### config.mk
export PLATFORM = sky130hd
export DESIGN_NAME = dp_share_arbiter
export DESIGN_NICKNAME = d
export VERILOG_FILES = /design/src/rtl/dp_share_pkg.sv /design/src/rtl/dp_share_arbiter_rr_pick.sv /design/src/rtl/dp_share_arbiter.sv
export SDC_FILE = /design/constraint.sdc
export NUM_CORES = 1
export LEC_CHECK = 0
export CORE_MARGIN = 2
export CORE_UTILIZATION = 44
export CTS_CLUSTER_DIAMETER = 120
export DETAILED_ROUTE_END_ITERATION = 7
export PLACE_DENSITY = 0.87
export SLEW_MARGIN = 0
export SYNTH_ARGS = -nofsm -noshare
export SYNTH_HDL_FRONTEND = slang
export SYNTH_SLANG_ARGS = --single-unit
### constraint.sdc
create_clock -name clk -period 3.3 [get_ports clk]
set_input_delay 0.33 -clock clk [delete_from_list [all_inputs] [get_ports clk]]
set_output_delay 0.33 -clock clk [all_outputs]
set_load 0.01 [all_outputs]
### src/rtl/dp_share_pkg.sv
// Shared definitions for the dp_share_arbiter slice.
//   DP_IN_W  : operand width presented to the shared datapath
//   DP_OUT_W : result width returned by the shared datapath
//   state_t  : arbiter sequencing states
//   idw(n)   : requester-index width, never narrower than one bit
package dp_share_pkg;

  localparam int DP_IN_W  = 4;
  localparam int DP_OUT_W = 12;

  typedef enum logic [1:0] {
    IDLE = 2'd0,
    WAIT = 2'd1,
    RESP = 2'd2
  } state_t;

  function automatic int idw(input int n);
    return (n > 2) ? $clog2(n) : 1;
  endfunction

endpackage

### src/rtl/dp_share_arbiter_rr_pick.sv
// rr_pick: combinational round-robin selector.
// Ports:
//   req       : per-lane request mask
//   ptr       : lane with highest priority this cycle (always < N)
//   grant     : one-hot grant of the first requesting lane at or above ptr,
//               wrapping from N-1 to 0; all zero when nothing requests
//   idx       : encoded index of the granted lane (0 when none)
//   any_valid : at least one lane requests
module rr_pick #(
  parameter int N   = 4,
  parameter int IDW = 2
) (
  input  logic [N-1:0]   req,
  input  logic [IDW-1:0] ptr,
  output logic [N-1:0]   grant,
  output logic [IDW-1:0] idx,
  output logic           any_valid
);

  always_comb begin
    int lane;
    logic [IDW-1:0] sel;
    grant     = '0;
    idx       = '0;
    any_valid = 1'b0;
    lane      = 0;
    sel       = '0;
    // Walk N candidates starting at ptr; subtracting N once is enough
    // because ptr < N and k < N.
    for (int k = 0; k < N; k++) begin
      lane = int'(ptr) + k;
      if (lane >= N) lane = lane - N;
      sel = IDW'(lane);
      if (!any_valid && req[sel]) begin
        any_valid  = 1'b1;
        grant[sel] = 1'b1;
        idx        = sel;
      end
    end
  end

endmodule

### src/rtl/dp_share_arbiter.sv
// dp_share_arbiter: time-shares one external 4-in/12-out datapath between
// N_REQ requesters, round-robin, one operation in flight.
//
// Handshakes: a requester lane transfers when req_valid[i] && req_ready[i]
// at a rising edge; req_valid/req_data must hold until req_ready. A
// response transfers when resp_valid && resp_ready at a rising edge;
// resp_valid/resp_data/resp_id hold until then. resp_ready is ignored
// outside RESP.
//
// Ports:
//   clk, rst_n  : clock (rising edge), asynchronous active-low reset
//   req_valid   : per-lane operand valid
//   req_data    : operands, lane i at [4i+3:4i]
//   req_ready   : one-hot accept, only in IDLE
//   dp_in       : operand held on the shared datapath input
//   dp_out      : datapath result, sampled DP_LAT cycles after accept
//   resp_valid, resp_ready, resp_data, resp_id : result channel
//   busy        : registered, high in WAIT or RESP (state exposure)
//   perf_ops, perf_stall : only with macro DP_SHARE_PERF_EN defined;
//                 completed handshakes and RESP cycles without resp_ready
module dp_share_arbiter
  import dp_share_pkg::*;
#(
  parameter int  N_REQ  = 4,
  parameter int  DP_LAT = 0,
  localparam int IDW    = idw(N_REQ)
) (
  input  logic                       clk,
  input  logic                       rst_n,
  input  logic [N_REQ-1:0]           req_valid,
  input  logic [N_REQ*DP_IN_W-1:0]   req_data,
  output logic [N_REQ-1:0]           req_ready,
  output logic [DP_IN_W-1:0]         dp_in,
  input  logic [DP_OUT_W-1:0]        dp_out,
  output logic                       resp_valid,
  input  logic                       resp_ready,
  output logic [DP_OUT_W-1:0]        resp_data,
  output logic [IDW-1:0]             resp_id,
  output logic                       busy
`ifdef DP_SHARE_PERF_EN
  ,
  output logic [31:0]                perf_ops,
  output logic [31:0]                perf_stall
`endif
);

  localparam int CNTW = (DP_LAT > 0) ? $clog2(DP_LAT + 1) : 1;
  localparam logic [CNTW-1:0] LAT_LD = CNTW'(DP_LAT);

  state_t           state, state_nx;
  logic [IDW-1:0]   rr_ptr;
  logic [CNTW-1:0]  cnt;

  logic [N_REQ-1:0] pick_grant;
  logic [IDW-1:0]   pick_idx;
  logic             pick_any;
  logic [IDW-1:0]   ptr_nx;

  logic [DP_IN_W-1:0] lane_data [N_REQ];

  for (genvar gi = 0; gi < N_REQ; gi++) begin : g_lane
    assign lane_data[gi] = req_data[gi*DP_IN_W +: DP_IN_W];
  end

  rr_pick #(
    .N   (N_REQ),
    .IDW (IDW)
  ) u_pick (
    .req       (req_valid),
    .ptr       (rr_ptr),
    .grant     (pick_grant),
    .idx       (pick_idx),
    .any_valid (pick_any)
  );

  // Pointer moves one past the winner, wrapping at N_REQ (not 2^IDW).
  assign ptr_nx = (pick_idx == IDW'(N_REQ - 1)) ? '0 : pick_idx + 1'b1;

  always_comb begin
    state_nx  = state;
    req_ready = '0;
    case (state)
      IDLE: begin
        // Gated by rst_n: state already reads IDLE while reset is held.
        if (rst_n) req_ready = pick_grant;
        if (pick_any) state_nx = WAIT;
      end
      WAIT: if (cnt == '0) state_nx = RESP;
      RESP: if (resp_ready) state_nx = IDLE;
      default: state_nx = IDLE;
    endcase
  end

  always_ff @(posedge clk or negedge rst_n) begin
    if (!rst_n) begin
      state      <= IDLE;
      rr_ptr     <= '0;
      cnt        <= '0;
      dp_in      <= '0;
      resp_data  <= '0;
      resp_id    <= '0;
      resp_valid <= 1'b0;
      busy       <= 1'b0;
    end else begin
      state <= state_nx;
      busy  <= (state_nx != IDLE);
      case (state)
        IDLE: begin
          if (pick_any) begin
            dp_in   <= lane_data[pick_idx];
            resp_id <= pick_idx;
            cnt     <= LAT_LD;
            rr_ptr  <= ptr_nx;
          end
        end
        WAIT: begin
          if (cnt != '0) begin
            cnt <= cnt - 1'b1;
          end else begin
            resp_data  <= dp_out;
            resp_valid <= 1'b1;
          end
        end
        RESP: begin
          if (resp_ready) resp_valid <= 1'b0;
        end
        default: ;
      endcase
    end
  end

`ifdef DP_SHARE_PERF_EN
  always_ff @(posedge clk or negedge rst_n) begin
    if (!rst_n) begin
      perf_ops   <= '0;
      perf_stall <= '0;
    end else if (state == RESP) begin
      if (resp_ready) perf_ops   <= perf_ops + 32'd1;
      else            perf_stall <= perf_stall + 32'd1;
    end
  end
`endif

endmodule

==> flow_metrics.tcl, run 1 <==
set metrics [dict create \
    powerDensity_nw_per_um2 933 \
    synth_area_um2 1560 \
    drt-wirelength-per-cell_um 13.2 \
    synth.largest_area_cell "dfrtp_1" \
    ys_seq_area_share_pct 38.6 \
    cp.arrival_ns 2.75 \
    worstPathRequired_ns 2.97 \
    gp_congestion 0.817 \
    rsz0062_at_grt "false" \
    antenna_cells 0 \
    synth_cell_type_count 33 \
    synthArstFlopShare_pct 100 \
    grt_usage_pct 17.9 \
    final_cells 254 \
    grt_pass1_vias 1331 \
    end_kind "output port" \
    hold_class "primary input to asynchronous set/reset pin" \
    crit_start "rr_ptr[1]$_DFFE_PN0P_" \
    via_per_inst 5.26 \
    num_vias 1336 \
    synth_top_area_share_pct 38.6 \
    worstSetupPathType "flip-flop to output port" \
    cts_sinks 24 \
    worst_pin_slew_ns 1.10 \
    holdBufCountCts 0 \
    port_buffers 58 \
    ios 59 \
    r2r_end "rr_ptr[0]$_DFFE_PN0P_" \
    dr.pass1.iters 4 \
    yosys_warnings 0 \
    status "completed" \
    cts_buffers 3 \
    start_util_pct 46.2 \
    r2r_start "rr_ptr[1]$_DFFE_PN0P_" \
    fin_area_um2 2230 \
    timing.reg2reg.setup_slack_ns 0.79 \
    dp_hpwl_um 2600 \
    die_w_um 63.5 \
    grt_pass1_wl_um 5800 \
    start_kind "flip-flop" \
    ant_nets 0 \
    dp.cells 250 \
    synth_area_leaders "dfrtp_1 39%, mux2_2 9.4%, ha_1 7.2%" \
    die-area_um2 4030 \
    area_delta_synth_final_pct 43.4 \
    placed_area_um2 2170 \
    fin_crit_sh_pct 93.5 \
    synth_flop_cell "dfrtp_1" \
    skew_ns 0.00360 \
    reg2reg_depth 9 \
    clk_latency_ns 0.32 \
    finalCriticalPeriod_ns 3.08 \
    die_y_um 63.5 \
    cp_slowest_stage_delay_ns 0.54 \
    yosysMostFrequentCell "dfrtp_1" \
    nets 253 \
    core_area_um2 3360 \
    clk_path_buf_depth 2 \
    drc_errors 0 \
    syn_avg_cell_area_um2 10.4 \
    fmax_ghz 0.324 \
    first_iter_violations 60 \
    antenna_found_initial 0 \
    setup_tns_ns 0 \
    relSlewSlack_pct 26.6 \
    grt-ovfl-total 0 \
    layout-drive-gt1-share_pct 14.4 \
    cts_tree "yes" \
    leakagePower_nw 0.948 \
    slowest_stage "clkdlybuf4s50_1" \
    path_max_fanout 8 \
    synth_common_cells "24 x dfrtp_1, 13 x mux2_2, 11 x nand2_1" \
    rows 21 \
    synth-edff-count 0 \
    cp_cell_sequence "inv_1 > ha_2 > mux4_2 > nor2_2 > a22oi_1 > o21ai_0 > nor2b_1 > clkdlybuf4s50_1" \
    final_max_slew_viol_count 0 \
    hold_viol_final 0 \
    cts_root_buffer "clkbuf_4" \
    syn_inst 149 \
    finalSetupViolCount 0 \
    post_cts_buffers 0 \
    vdd_drop_max_uv 610 \
    cp-endpoint "req_ready[2]" \
    syn_nets 193 \
    ys_seq_elements 24 \
    cap_viol_max_count 0 \
    wl_um 3350 \
    htree_levels 1 \
    clkTransAtPathRegs_ns 0.13 \
    grt_max_degree 25 \
]
registers in the layout (all words and copies together) (netlist names):
| register | flops |
|---|---|
| rr_ptr | 2 |
| resp_id | 2 |
| state | 2 |
| dp_in | 4 |
| busy | 1 |
| resp_valid | 1 |
| resp_data | 12 |
cell type report:
class | count | area [µm²]
fill | 290 | 1130
multi-input combinational | 108 | 861
timing repair buffer | 65 | 633
sequential | 24 | 601
tap | 46 | 57.6
clock inverter | 1 | 30.0
inverter | 7 | 26.3
clock buffer | 3 | 22.5
layout by cell type (no fill, tap or decap), drive strengths merged:
cell	Yosys	layout
mux2	13	13
or3b	1	1
o22a	2	2
ha	9	9
nor2	6	6
xnor2	1	1
bufinv	0	1
clkbuf	3	3
a211oi	2	2
a21o	2	2
a22oi	8	8
nor3	2	2
nand2	11	11
a221oi	1	1
o21ai	10	10
or4	1	1
dfrtp	24	24
clkdlybuf4s50	0	58
nand2b	4	4
mux2i	10	10
nand3b	1	1
buf	7	7
nor3b	1	1
a21oi	5	5
mux4	1	1
o21a	1	1
nor2b	8	8
inv	7	7
a211o	2	2
o221ai	4	4
o41ai	2	2
worst max-delay path, delay by kind of cell (launching register included):
kind,cells,cell delay (ns)
and+or+nand+nor,2,0.34
adders and majority gates,1,0.44
buffers and inverters,2,0.64
muxes,1,0.41
DFF,1,0.36
AOI/OAI and AO/OA,2,0.24
kinds of logic after synthesis:
kind of cell,Yosys count,synth area share (%)
buffers and inverters,17,6.84
xor gates and xnor gates,1,0.563
adders and majority gates,9,7.24
and+or+nand+nor,35,11.6
muxes,24,17.3
DFF,24,38.6
AOI/OAI and AO/OA,39,17.9
worst min-delay path by stage:
stage	from	to	slack, ns	cells after the start
2_1_floorplan	rst_n	busy$_DFF_PN0_	0.03	0
5_1_grt	rst_n	resp_valid$_DFFE_PN0P_	0.41	2
3_3_place_gp	resp_id[0]$_DFFE_PN0P_	resp_id[0]$_DFFE_PN0P_	0.46	2
3_5_place_dp	dp_in[1]$_DFFE_PN0P_	dp_in[1]$_DFFE_PN0P_	0.47	2
6_report	rst_n	resp_id[1]$_DFFE_PN0P_	0.38	2
4_1_cts	rst_n	resp_valid$_DFFE_PN0P_	0.38	2
report_power, final:
part	switching [mW]	internal (mW)	total (mW)	leakage, nW
clock	0.0903	0.123	0.213	0.0279
combinational	0.630	0.710	1.34	0.635
sequential	0.0807	0.446	0.527	0.286
per-stage QoR:
stage          hold WS (ns)  utilization, %  worst slack (ns)  total power [mW]
2_1_floorplan        0.0344               -             0.379              1.38
3_3_place_gp          0.462            64.6             0.272              1.83
3_5_place_dp          0.473            64.6             0.249              1.87
4_1_cts               0.379            66.2             0.108              2.08
5_1_grt               0.406            66.3            0.0440              2.25
6_report              0.376            66.3             0.216              2.08
timing repair:
action | CTS | global route
resized for setup | 0 | 2
setup endpoints to repair | 0 | 4
hold endpoints to repair | 0 | 0
routing by layer:
layer | routed length, µm | share of wire [%] | global-route usage (%)
met4 | 53 | 1.6 | 7.34
met2 | 1590 | 47 | 29.9
met3 | 287 | 8.6 | 5.36
met1 | 1430 | 43 | 21.5
met5 | 0 | 0 | 0
No activity file was read; power rests on OpenSTA's default activity.
==> run 2: changes to the inputs <==
--- a/config.mk
+++ b/config.mk
@@ -14,3 +14,4 @@
 export SYNTH_ARGS = -nofsm -noshare
 export SYNTH_HDL_FRONTEND = slang
 export SYNTH_SLANG_ARGS = --single-unit
+export TNS_END_PERCENT = 5
==> results of run 2 <==
No change in the layout: final DEF, timing and power equal those of run 1.
